### src/rtl/arb_pkg.sv
// Shared types and constants for the four-requester round-robin arbiter.
package arb_pkg;

    localparam int N_REQ = 4;
    localparam int IDX_W = 2;

    typedef enum logic [0:0] {
        IDLE,
        GRANT
    } arb_state_e;

    // Pointer starts at 3 so requester 0 is scanned first after reset.
    localparam logic [IDX_W-1:0] LAST_RST = 2'd3;

    function automatic logic [N_REQ-1:0] onehot(input logic [IDX_W-1:0] id);
        return N_REQ'(1) << id;
    endfunction

endpackage

### src/rtl/rr_arbiter_4_pick.sv
// rr_pick4: combinational round-robin pick; scans last+1 .. last (mod 4),
// optionally ignoring one requester.
module rr_pick4
    import arb_pkg::*;
(
    input  logic [N_REQ-1:0] req,
    input  logic [IDX_W-1:0] last,
    input  logic             excl_en,
    input  logic [IDX_W-1:0] excl_id,
    output logic [IDX_W-1:0] pick_id,
    output logic             pick_v
);

    logic [N_REQ-1:0]   cand;
    logic [N_REQ-1:0]   rot;
    logic [2*N_REQ-1:0] dbl;
    logic [IDX_W-1:0]   start;
    logic [IDX_W-1:0]   enc;

    assign cand  = req & ~(excl_en ? onehot(excl_id) : '0);
    assign start = last + 2'd1;

    // Doubling the vector turns the rotate into a plain right shift.
    assign dbl = {cand, cand} >> start;
    assign rot = dbl[N_REQ-1:0];

    always_comb begin
        enc = '0;
        for (int i = N_REQ - 1; i >= 0; i--) begin
            if (rot[i]) enc = IDX_W'(i);
        end
    end

    assign pick_id = start + enc;
    assign pick_v  = |rot;

endmodule

### config.mk
export PLATFORM = sky130hd
export DESIGN_NAME = rr_pick4
export DESIGN_NICKNAME = d
export VERILOG_FILES = /design/src/rtl/arb_pkg.sv /design/src/rtl/rr_arbiter_4_pick.sv
export SDC_FILE = /design/constraint.sdc
export NUM_CORES = 1
export LEC_CHECK = 0
export CORE_AREA = 2 2 39 41
export DETAILED_ROUTE_END_ITERATION = 7
export DIE_AREA = 0 0 41 43
export PLACE_DENSITY = 0.53
export SKIP_LAST_GASP = 1
export SYNTH_ARGS = -nofsm -noshare
export SYNTH_HDL_FRONTEND = slang
export SYNTH_SLANG_ARGS = --single-unit
### constraint.sdc
create_clock -name vclk -period 2.65
set_input_delay 0.6625 -clock vclk [all_inputs]
set_output_delay 0.6625 -clock vclk [all_outputs]
set_load 0.005 [all_outputs]
==> out/results.txt <==
First-pass GRT wire length -> 931 microns
Core ar. -> 0.00138 sq mm
# port buffers -> 12
Hold EP -> pick_v
Failing checks -> setup timing
Syn nets -> 37
Sequential element share of the synthesized area -> 0%
Die area -> 0.00176 sq mm
Final antenna-violating net count -> 0
RePlAce Congestion -> 0.676
# clk buffers -> 0
Met2 WL -> 339 microns
Total wire length -> 730 microns
Die width -> 41 microns
Max frequency -> 342 MHz
Leading cell type in the layout, fill and taps excluded -> buf_4
DR WL met3 -> 57 microns
Max layer used -> met3
Average size of a mapped cell -> 8.25 sq um
ANT cells -> 0
Crit Path Class -> input pin to output pin
Met1 WL -> 332 microns
DRC violations left -> 0
Largest net degree at the start of global routing -> 10
Relative slew slack -> 78.0%
Slack of the critical path -> -0.272 ns
Crit path DAT -> 2.26 ns
Vias/cell -> 4.28
Final sequential cell count -> 0
Share of cells above drive strength 1 -> 64.7%
Final setup viols -> 2
Worst slack, placed -> -0.967 ns
Area Overhead vs Synth -> 120%
Pwr Total -> 0.0968 mW
Crit-path max FO -> 3
Cell taking the most area after synthesis -> xor2_1
Startpoint types -> input pin
Power Density -> 197 mW/mm^2
# fillers -> 146
CP endpoint kind -> output pin
Final-report max-slew violation count -> 0
Wire per inst -> 10.9 microns
Hold_sp -> excl_id[1]
Post-Synthesis Cells -> 27
Post-synth top area share -> 11.8%
GRT Total Usage -> 6.99%
Iter 0 DRT Violations -> 0
Synth cell types -> 21
WHS Path Cells -> 5
Num rows -> 14
Area of the multi-input gates -> 256 sq um
Register area -> 0 sq um
IO Count -> 12
DR pass1 iterations -> 1
Slew @ Worst Pin -> 0.329 ns
Fin nets -> 63
Final count of hold timing violations -> 0
Via Count -> 287
Req. time, crit path -> 1.99 ns
Synth area leaders -> xor2_1 (12%), mux2_2 (10%), mux2i_1 (9.0%)
P_leak -> 0.250 nW
Starting Density -> 16.1%
Via count of the first global-routing pass -> 237
Final period demand of the worst path -> 2.92 ns
Max_cap viols -> 0
DP HPWL -> 418 microns
Antenna violations before repair -> 0
Max VDD drop -> 0.0566 mV
RSZ-0062 raised after global routing -> true
Commonest cells after routing, fill and taps aside -> buf_4 (13), buf_2 (4)
Mapped Area -> 223 sq um
Ys Warns -> 0
Hold Crit Class -> input pin to output pin
Outcome -> finished, violations left
Die H -> 43 microns
Period utilization -> 110%
Grt ovf -> 0
layout make-up:
cell class                      instances  area share [%]
Inverter                                2            1.53
Multi-Input combinational cell         24            52.3
Timing Repair Buffer                   25            42.1
Tap cell                               16            4.08
per-layer routing:
metal / GRT usage (%) / up-vias
met5: 0 / -
met4: 0 / 0
met3: 0.524 / 0
met2: 10.9 / 11
met1: 10.8 / 126
li1: - / 150
how the worst max path moves through the flow:
| stage | start | endpoint | slack [ns] | cells after the start |
|---|---|---|---|---|
| after floorplan | last[0] | pick_id[0] | -0.06 | 7 |
| after detailed placement | last[0] | pick_id[1] | -0.97 | 10 |
| after global placement | last[0] | pick_id[0] | -0.97 | 9 |
| after global routing | excl_id[1] | pick_id[1] | -0.37 | 9 |
| final | excl_id[1] | pick_id[1] | -0.27 | 9 |
| after CTS | req[2] | pick_id[1] | -0.25 | 8 |
synth_stat cells:
cell type and n:
nand4bb_1 1, buf_6 1, o31ai_1 1, o21ai_0 1
a21oi_1 1, inv_1 2, nand3_1 2, or4b_4 1
and2b_2 1, ha_1 1, mux2_2 2, mux2i_1 2
a31o_2 1, nand3_2 1, maj3_2 1, a31oi_1 1
nand4b_1 1, nor2b_1 1, xor2_1 3, nand2_1 1
nand4_1 1
critical path: stages:
cell     delay, ns
buf_6         0.09
or4b_4        0.52
nand3_2       0.10
and2b_2       0.22
o21ai_2       0.15
o31ai_2       0.09
ha_2          0.18
xor2_1        0.13
buf_2         0.12
power by group:
part	switching, mW	total (mW)	internal [mW]
combinational	0.0389	0.0968	0.0579
clock	0	0	0
sequential	0	0	0
total	0.0389	0.0968	0.0579
per-stage QoR:
stage / utilization [%] / setup TNS, ns / std cells / hold slack [ns] / area [sq um]
2_1_floorplan: - / -0.129 / 27 / 1.54 / 234
3_3_place_gp: 30.5 / -2.64 / 63 / 2.53 / 422
3_5_place_dp: 30.5 / -2.62 / 63 / 2.53 / 422
4_1_cts: 30.6 / -0.540 / 64 / 1.88 / 423
5_1_grt: 35.4 / -0.697 / 67 / 2.01 / 490
6_report: 35.4 / -0.534 / 67 / 1.95 / 490
repair_timing:
action                                  in CTS  in global routing
gates cloned                                 0                  0
hold buffers                                 0                  0
gates resized for setup                     33                 14
endpoints found under the setup margin       3                  3
pin swaps                                    4                  3
setup buffers                                1                  3
kinds of logic after synthesis:
| family | count (synthesis) | synth area share [%] |
|---|---|---|
| adders and majority gates | 2 | 10.7 |
| muxes | 4 | 19.1 |
| AOI/OAI and AO/OA | 5 | 14.6 |
| xor gates and xnor gates | 3 | 11.8 |
| and+or+nand+nor | 10 | 35.4 |
| buffers and inverters | 3 | 8.43 |
(Power assumes the default switching activity.)
